===== config.mk =====
export PLATFORM = sky130hd
export DESIGN_NAME = lsu
export DESIGN_NICKNAME = d
export VERILOG_FILES = /design/src/rtl/lsu_pkg.sv /design/src/rtl/lsu_lane.sv /design/src/rtl/lsu.sv
export SDC_FILE = /design/constraint.sdc
export NUM_CORES = 1
export LEC_CHECK = 0
export BUFFER_PORTS_ARGS = -buffer_cell sky130_fd_sc_hd__buf_2
export CORE_MARGIN = 1.5
export CORE_UTILIZATION = 45
export CTS_CLUSTER_DIAMETER = 60
export DETAILED_ROUTE_END_ITERATION = 10
export GPL_ROUTABILITY_DRIVEN = 0
export GPL_TIMING_DRIVEN = 0
export MAX_ROUTING_LAYER = met4
export PLACE_DENSITY = 0.79
export RECOVER_POWER = 50
export SLEW_MARGIN = 15
export SYNTH_ARGS = -nofsm -noshare
export SYNTH_HDL_FRONTEND = slang
export SYNTH_SLANG_ARGS = --single-unit

===== constraint.sdc =====
create_clock -name clk -period 2.1 [get_ports clk]
set_clock_uncertainty 0.1 [all_clocks]
set_input_delay 0.105 -clock clk [delete_from_list [all_inputs] [get_ports clk]]
set_output_delay 0.105 -clock clk [all_outputs]
set_load 0.05 [all_outputs]

===== src/rtl/lsu_pkg.sv =====
// Shared definitions for the load/store unit: RV32I funct3 codes, FSM states,
// byte-enable masks and the request legality check.
package lsu_pkg;

    localparam logic [2:0] F3_LB  = 3'b000;
    localparam logic [2:0] F3_LH  = 3'b001;
    localparam logic [2:0] F3_LW  = 3'b010;
    localparam logic [2:0] F3_LBU = 3'b100;
    localparam logic [2:0] F3_LHU = 3'b101;
    localparam logic [2:0] F3_SB  = 3'b000;
    localparam logic [2:0] F3_SH  = 3'b001;
    localparam logic [2:0] F3_SW  = 3'b010;

    localparam logic [3:0] BE_BYTE = 4'b0001;
    localparam logic [3:0] BE_HALF = 4'b0011;
    localparam logic [3:0] BE_WORD = 4'b1111;

    typedef enum logic [1:0] {
        IDLE  = 2'd0,
        ISSUE = 2'd1,
        RESP  = 2'd2
    } state_t;

    // Unsigned loads exist only for the load direction; alignment follows access size.
    function automatic logic is_legal(input logic we, input logic [2:0] f3,
                                      input logic [1:0] addr_lo);
        logic ok;
        ok = 1'b0;
        case (f3)
            F3_LB:  ok = 1'b1;
            F3_LH:  ok = ~addr_lo[0];
            F3_LW:  ok = (addr_lo == 2'b00);
            F3_LBU: ok = ~we;
            F3_LHU: ok = ~we & ~addr_lo[0];
            default: ok = 1'b0;
        endcase
        return ok;
    endfunction

endpackage


===== src/rtl/lsu_lane.sv =====
// Byte-lane logic: store data replication with write enables, and load
// byte/half selection with sign or zero extension.
module lsu_lane
    import lsu_pkg::*;
(
    input  logic [2:0]  i_st_funct3,
    input  logic [1:0]  i_st_addr_lo,
    input  logic [31:0] i_st_wdata,
    output logic [3:0]  o_st_be,
    output logic [31:0] o_st_data,
    input  logic [2:0]  i_ld_funct3,
    input  logic [1:0]  i_ld_addr_lo,
    input  logic [31:0] i_ld_rdata,
    output logic [31:0] o_ld_data
);

    logic [7:0]  w_byte;
    logic [15:0] w_half;

    always_comb begin
        o_st_be   = '0;
        o_st_data = '0;
        case (i_st_funct3)
            F3_SB: begin
                o_st_be   = BE_BYTE << i_st_addr_lo;
                o_st_data = {4{i_st_wdata[7:0]}};
            end
            F3_SH: begin
                o_st_be   = BE_HALF << i_st_addr_lo;
                o_st_data = {2{i_st_wdata[15:0]}};
            end
            F3_SW: begin
                o_st_be   = BE_WORD;
                o_st_data = i_st_wdata;
            end
            default: ;
        endcase
    end

    always_comb begin
        w_byte = '0;
        case (i_ld_addr_lo)
            2'd0: w_byte = i_ld_rdata[7:0];
            2'd1: w_byte = i_ld_rdata[15:8];
            2'd2: w_byte = i_ld_rdata[23:16];
            2'd3: w_byte = i_ld_rdata[31:24];
            default: ;
        endcase
        w_half = i_ld_addr_lo[1] ? i_ld_rdata[31:16] : i_ld_rdata[15:0];
    end

    always_comb begin
        o_ld_data = '0;
        case (i_ld_funct3)
            F3_LB:  o_ld_data = {{24{w_byte[7]}}, w_byte};
            F3_LH:  o_ld_data = {{16{w_half[15]}}, w_half};
            F3_LW:  o_ld_data = i_ld_rdata;
            F3_LBU: o_ld_data = {24'd0, w_byte};
            F3_LHU: o_ld_data = {16'd0, w_half};
            default: ;
        endcase
    end

endmodule


===== src/rtl/lsu.sv =====
// Load/store unit: accepts one CPU request at a time, issues a single memory
// access with timeout, and returns a one-cycle response pulse.
module lsu
    import lsu_pkg::*;
#(
    parameter int unsigned TIMEOUT = 16
) (
    input  logic        clk,
    input  logic        reset,
    input  logic        req_valid,
    output logic        req_ready,
    input  logic        req_we,
    input  logic [2:0]  req_funct3,
    input  logic [31:0] req_addr,
    input  logic [31:0] req_wdata,
    output logic        rsp_valid,
    output logic [31:0] rsp_rdata,
    output logic        rsp_err,
    output logic [31:0] daddr,
    output logic [31:0] dwdata,
    output logic [3:0]  dwe,
    output logic        dreq,
    input  logic        dack,
    input  logic [31:0] drdata
);

    localparam int unsigned CW = $clog2(TIMEOUT) + 1;

    state_t          r_state;
    state_t          w_next;
    logic [2:0]      r_funct3;
    logic            r_we;
    logic [1:0]      r_addr_lo;
    logic [31:0]     r_daddr;
    logic [31:0]     r_dwdata;
    logic [3:0]      r_dwe;
    logic [CW-1:0]   r_cnt;
    logic [31:0]     r_rdata;
    logic            r_err;

    logic            w_legal;
    logic            w_timeout;
    logic [3:0]      w_st_be;
    logic [31:0]     w_st_data;
    logic [31:0]     w_ld_data;

    assign w_legal   = is_legal(req_we, req_funct3, req_addr[1:0]);
    assign w_timeout = (r_cnt == CW'(TIMEOUT - 1));

    lsu_lane u_lane (
        .i_st_funct3  (req_funct3),
        .i_st_addr_lo (req_addr[1:0]),
        .i_st_wdata   (req_wdata),
        .o_st_be      (w_st_be),
        .o_st_data    (w_st_data),
        .i_ld_funct3  (r_funct3),
        .i_ld_addr_lo (r_addr_lo),
        .i_ld_rdata   (drdata),
        .o_ld_data    (w_ld_data)
    );

    always_ff @(posedge clk or negedge reset) begin
        if (!reset) r_state <= IDLE;
        else        r_state <= w_next;
    end

    always_comb begin
        w_next = r_state;
        case (r_state)
            IDLE:    if (req_valid) w_next = w_legal ? ISSUE : RESP;
            ISSUE:   if (dack || w_timeout) w_next = RESP;
            RESP:    w_next = IDLE;
            default: w_next = IDLE;
        endcase
    end

    always_comb begin
        req_ready = (r_state == IDLE);
        dreq      = (r_state == ISSUE);
        rsp_valid = (r_state == RESP);
        dwe       = (r_state == ISSUE) ? r_dwe : '0;
        rsp_rdata = (r_state == RESP) ? r_rdata : '0;
        rsp_err   = (r_state == RESP) & r_err;
        daddr     = r_daddr;
        dwdata    = r_dwdata;
    end

    // dack is checked before the timeout so a coincident dack completes normally.
    always_ff @(posedge clk or negedge reset) begin
        if (!reset) begin
            r_funct3  <= '0;
            r_we      <= 1'b0;
            r_addr_lo <= '0;
            r_daddr   <= '0;
            r_dwdata  <= '0;
            r_dwe     <= '0;
            r_cnt     <= '0;
            r_rdata   <= '0;
            r_err     <= 1'b0;
        end else begin
            case (r_state)
                IDLE: begin
                    if (req_valid) begin
                        r_funct3  <= req_funct3;
                        r_we      <= req_we;
                        r_addr_lo <= req_addr[1:0];
                        r_daddr   <= {req_addr[31:2], 2'b00};
                        r_dwdata  <= req_we ? w_st_data : '0;
                        r_dwe     <= req_we ? w_st_be : '0;
                        r_cnt     <= '0;
                        r_rdata   <= '0;
                        r_err     <= ~w_legal;
                    end
                end
                ISSUE: begin
                    if (dack) begin
                        r_rdata <= r_we ? '0 : w_ld_data;
                        r_err   <= 1'b0;
                    end else if (w_timeout) begin
                        r_rdata <= '0;
                        r_err   <= 1'b1;
                    end else begin
                        r_cnt <= r_cnt + 1'b1;
                    end
                end
                default: ;
            endcase
        end
    end

endmodule


---- Word level (Yosys, flattened, before mapping) ----
Index checks and enable logic that the tools add are counted.
Widths: inputs -> output; s select.
storage, ports and cells
  memory bits (read-only) ................. 0
  memory bits (writable) .................. 0
  memories ................................ 0
  word-level logic and storage cells ...... 75
  bits in registers ....................... 112
  bits in latches ......................... 0
  input port bits ......................... 104
  output and inout port bits .............. 104
cells by class
  reductions and logical operators ........ 11
  eq/ne operators ......................... 19
  $mul .................................... 0
  divide/modulo/power cells ............... 0
  add/sub/neg operators ................... 1
  bitwise gates (word level) .............. 5
  magnitude comparators ................... 0
  muxes and demuxes ....................... 27
  shift operators ......................... 2
operator list
  kind                 number
  $mux 32              6
  $pmux 32 s5          1
  $pmux 32 s3          1
  $pmux 32 s2          1
  $pmux 8 s4           1
  $mux 16              1
  $mux 5               3
  $eq 3x3->1 const B   4
  $pmux 4 s3           1
  $pmux 5 s2           1
  $mux 4               2
  $eq 2x2->1 const B   3
  $eq 3x1->1 const B   2
  $eq 3x2->1 const B   2
  $logic_not 2->1      3
  $logic_not 3->1      2
  $mux 2               3
  $ne 2x2->1 const B   3
  $add 5x1->5 const B  1
  $eq 5x4->1 const B   1
  $pmux 1 s5           1
  $eq 2x1->1 const B   2
  $pmux 2 s2           1
  $reduce_and 2->1     2
  other kinds (12)     17

---- Longest topological paths before layout ----
  depth after elaboration ................. 6
  mapped depth ............................ 9
  gate-level depth less buffers ........... 7

---- Cells and area by module ----
From an unflattened synthesis, not the netlist that was laid out.
second synthesis, totals
  cell total of the unflattened synthesis .. 632
  area total of the unflattened synthesis .. 6113.4 um^2
by module, submodules not included
  module    cells an instance  seq. area each (um^2)  area each (um^2)  instances
  lsu       395                2802.7                 4576.9            1
  lsu_lane  237                0.0                    1536.5            1

---- Worst setup path before layout ----
Ideal clock, no wire load.
  kind .................................... register to register
  start ................................... register r_state[0]
  end ..................................... register r_dwdata[0] (netlist: dwdata[0])
  buffers on the path ..................... 2
  stages on the path, launching flop included .. 6
  setup slack ............................. -67 ps
  required time ........................... 1879 ps
  data arrival time ....................... 1946 ps
  period minus slack after synthesis ...... 2167 ps
  library setup time ...................... 121 ps
  path through ............................ dfrtp_1 buf_2 nor2_1 nand2_1 clkbuf_1 a22o_1
between the ends
  longest elaborated chain between the ends .. 2
ends and longest elaborated chain
  what                               line        text
  start: declaration                 lsu.sv:29   state_t r_state;
  start signal: assignment           lsu.sv:64   else r_state <= w_next;
  $logic_not 2->1                    -
  via req_ready                      lsu.sv:11   output logic req_ready,
  $reduce_and 2->1 (no source line)  -
  end signal: assignment             lsu.sv:108  r_dwdata <= req_we ? w_st_data : '0;
  end: declaration                   lsu.sv:35   logic [31:0] r_dwdata;
The timed path passes the listed nets, and every way through them passes these cells.
A chain may end at the register's enable or synchronous reset.

---- Worst setup path in the final report ----
  start ................................... register r_addr_lo[0]
  end ..................................... register r_rdata[28]
between the ends
  longest elaborated chain between the ends .. 6
  elaborated cells on any way between the ends .. 9
  classes of those cells .................. eq/ne: 3; mux: 5; reduce/logical: 1
ends and longest elaborated chain
  what                                line            text
  start: declaration                  lsu.sv:33       logic [1:0] r_addr_lo;
  start signal: assignment            lsu.sv:106      r_addr_lo <= req_addr[1:0];
  $eq 2x2->1 (tied with other cells)  lsu_lane.sv:42  case (i_ld_addr_lo)
  $pmux 8 s4 (*)                      lsu_lane.sv:42
  $pmux 32 s5 (*)                     lsu_lane.sv:54  case (i_ld_funct3)
  $mux 32 (*)                         lsu.sv:117      r_rdata <= r_we ? '0 : w_ld_data;
  $mux 32 (*)                         lsu.sv:116      if (dack) begin
  $pmux 32 s2 (*)                     lsu.sv:101      case (r_state)
  end signal: assignment              lsu.sv:117
  end: declaration                    lsu.sv:38       logic [31:0] r_rdata;
Every way passes the cells marked *; elsewhere a longest branch is shown, timed or not.

==> results.md <==
- Non-filler instance count after layout: 1036
- Setup crit end kind: flop
- Fin. Hold Viols: 0
- Clk sink count: 112
- Clock Path Buffers: 2
- Die Y: 114 µm
- Mapped Cells: 592
- Setup Viol. Count Final: 0
- Fraction of layout cells with a size suffix above 1: 0.242
- Die width: 114 µm
- Yosys cell types: 43
- Standby leakage power: 4.07 nW
- Least-Margin Pin Slew: 1.35 ns
- Post-synth EDFFs: 0
- Critical Path AT: 2.22 ns
- Final setup margin: 0.0232 ns
- Top Ports: 208
- Met3 Usage GRT: 0.0356
- First-pass GRT wire length: 27000 µm
- GR Util met2: 0.451
- Drc violations: 0
- Insertion delay to the later sink of the worst-skew pair: 0.36 ns
- Initial antenna violation count: 0
- Setup TNS: 0 ns
- Antenna cells: 0
- Number of global-route vias before repair: 5455
- Die area: 12900 µm²
- Crit path largest cell delay: 0.47 ns
- Largest net degree at the start of global routing: 63
- Mapped cell area: 5510 µm²
- M1 GR Usage: 0.353
- WL final: 17500 µm
- Via count: 5604
- Slew headroom: 0.0989
- Final Max Tran Viols: 0
- Buf/Inv on CP: 2
- Peak Freq: 481 MHz
- ANT nets after route: 0
- CTS buffer count: 9
- Crit path kind: flop to flop
- Sequential-to-total area share from yosys stat: 0.509
- Fillers: 968
- CTS root buf: clkbuf_16
- DRT Pass-1 Iters: 5
- FF+latch count, synth: 112
- PD cells: 928 nW/µm²
- CTS tree: built
- Worst EP required: 2.24 ns
- RSZ-0062 raised after global routing: yes
- Minimum clock period: 2.08 ns
- Total power: 7.27 mW
- CP delay by family, top: compound AO/OA/AOI/OAI gates
- Nets: 990
- Largest fanout on the critical path: 10
- Gr ovfl total: 0
- Routed len/inst: 16.9 µm
- Status: completed
- Rows: 40
- Post-Place Worst Slack: -0.390 ns
- Crit-path slowest cell: dfrtp_1
- Starting density of the core: 0.460
- Worst hold path class: primary input to flop
- Mapped Avg Cell Area: 9.30 µm²
- Crit start category: flop
- Worst VDD drop: 0.721 mV
- 1st-iter DRT viols: 391
- Dpl cells: 944
- Final period utilization: 0.989
- CTS clk-pin slew, worst paths: 0.08 ns
- Detailed placement HPWL: 11600 µm
- Top_reg_cell synth: dfrtp_1
- Grt peak-use layer: met2
- Ys Warns: 0
- Max-cap violations: 0
- Synth async-reset ratio: 1.00
- Worst hold margin: 0.00472 ns
- Port Buf Inserts: 203
- Sequence of cells on the critical path: mux2_2, a222oi_1, buf_4, buf_6, nand2_1, a22o_1
- Vias per cell: 5.41
- H-tree levels: 3
- Core box area: 12000 µm²
- Tot GR Track Use: 0.278
- Layout area overhead: 42.2%
[per-stage QoR]
stage               instance area (µm²)   util
finish                             7830  0.655
global route                       7830  0.655
CTS                                7790  0.651
detailed placement                 6750  0.564
global placement                   6710  0.561
floorplan                          5510      -
[registers in the layout, summed over array words and instances (netlist names)]
signal / count
r_dwe: 4
daddr: 30
r_state: 2
r_cnt: 5
r_rdata: 32
r_funct3: 3
r_err: 1
dwdata: 32
r_we: 1
r_addr_lo: 2
[routing by layer]
layer	up-vias	wire [µm]
met5	-	0
met4	0	550
met3	44	1110
met2	288	8530
met1	2654	7320
li1	2618	-
[path summary, 6_finish.rpt]
check,startpoint,end,slack [ns],depth (start not counted)
min in group asynchronous,reset,r_rdata[9]$_DFFE_PN0P_,0.50,2
setup reg to reg,r_addr_lo[0]$_DFFE_PN0P_,r_rdata[28]$_DFFE_PN0P_,0.02,6
setup / recovery,r_addr_lo[0]$_DFFE_PN0P_,r_rdata[28]$_DFFE_PN0P_,0.02,6
max in group asynchronous,reset,r_dwe[0]$_DFFE_PN0P_,0.48,3
hold reg to reg,daddr[28]$_DFFE_PN0P_,daddr[28]$_DFFE_PN0P_,0.37,2
hold / removal,drdata[1],r_rdata[1]$_DFFE_PN0P_,0.005,3
[layout by cell type (no fill, tap or decap), types with 10 or more instances in the layout]
cell type	Yosys	final
a21o_1	10	10
a21oi_1	17	17
a221o_1	10	10
a22o_1	47	47
and2_1	38	38
buf_2	5	159
clkbuf_1	34	72
dfrtp_1	112	111
dlygate4sd3_1	0	69
mux2i_1	22	22
nand2_1	175	175
nor2_1	24	23
nor2b_1	14	12
o21ai_0	13	13
o21ai_1	17	17
[cells by family after synthesis]
group                      share of synthesized area
muxes                                         0.0468
buffers and inverters                         0.0359
DFF                                            0.509
other                                       0.000681
and+or+nand+nor                                0.217
AOI/OAI and AO/OA                              0.183
adders and majority gates                    0.00454
xor gates and xnor gates                     0.00318
[cell usage after synthesis, types with 2 or more instances]
| cell | n | area, µm² |
|---|---|---|
| a21o_1 | 10 | 75.1 |
| a21oi_1 | 17 | 85.1 |
| a221o_1 | 10 | 100 |
| a22o_1 | 47 | 412 |
| a2bb2oi_1 | 7 | 61.3 |
| and2_1 | 38 | 238 |
| buf_1 | 2 | 7.51 |
| buf_2 | 5 | 25.0 |
| buf_4 | 2 | 15.0 |
| clkbuf_1 | 34 | 128 |
| dfrtp_1 | 112 | 2800 |
| ha_1 | 2 | 25.0 |
| inv_1 | 3 | 11.3 |
| mux2_2 | 2 | 22.5 |
| mux2i_1 | 22 | 220 |
| nand2_1 | 175 | 657 |
| nand2b_1 | 2 | 12.5 |
| nor2_1 | 24 | 90.1 |
| nor2b_1 | 14 | 87.6 |
| nor3_1 | 2 | 10.0 |
| nor3b_1 | 4 | 30.0 |
| o211ai_1 | 7 | 52.6 |
| o21ai_0 | 13 | 65.1 |
| o21ai_1 | 17 | 85.1 |
| o22ai_1 | 2 | 12.5 |
| xor2_1 | 2 | 17.5 |
[worst min-delay path: stages]
cell and delay, ns:
buf_2 0.09, o211ai_1 0.09, o21ai_1 0.14
[where the power goes]
group          switching [mW]  internal, mW  leakage (nW)  total (mW)
Sequential              0.247          2.49          1.49        2.74
Combinational            1.99         0.858          2.44        2.85
Clock                   0.806         0.874         0.143        1.68
[cell type report]
type | count | area (µm²) | area share
flip-flops and latches | 112 | 2800 | 0.358
multi-input cells | 434 | 2600 | 0.332
repair buffers | 281 | 1740 | 0.223
clock buffers | 12 | 256 | 0.0328
plain buffers | 43 | 205 | 0.0262
well taps | 147 | 184 | 0.0235
clock inverters | 4 | 27.5 | 0.00352
inverters | 3 | 11.3 | 0.00144
[timing repair]
action	CTS	global route
endpoints found under the setup margin	114	101
gates resized for setup	13	29
buffers inserted	3	4
pin swaps	2	12
gates cloned	0	1
hold buffers	69	0
endpoints found under the hold margin	118	0
No activity file was read; power rests on OpenSTA's default activity.
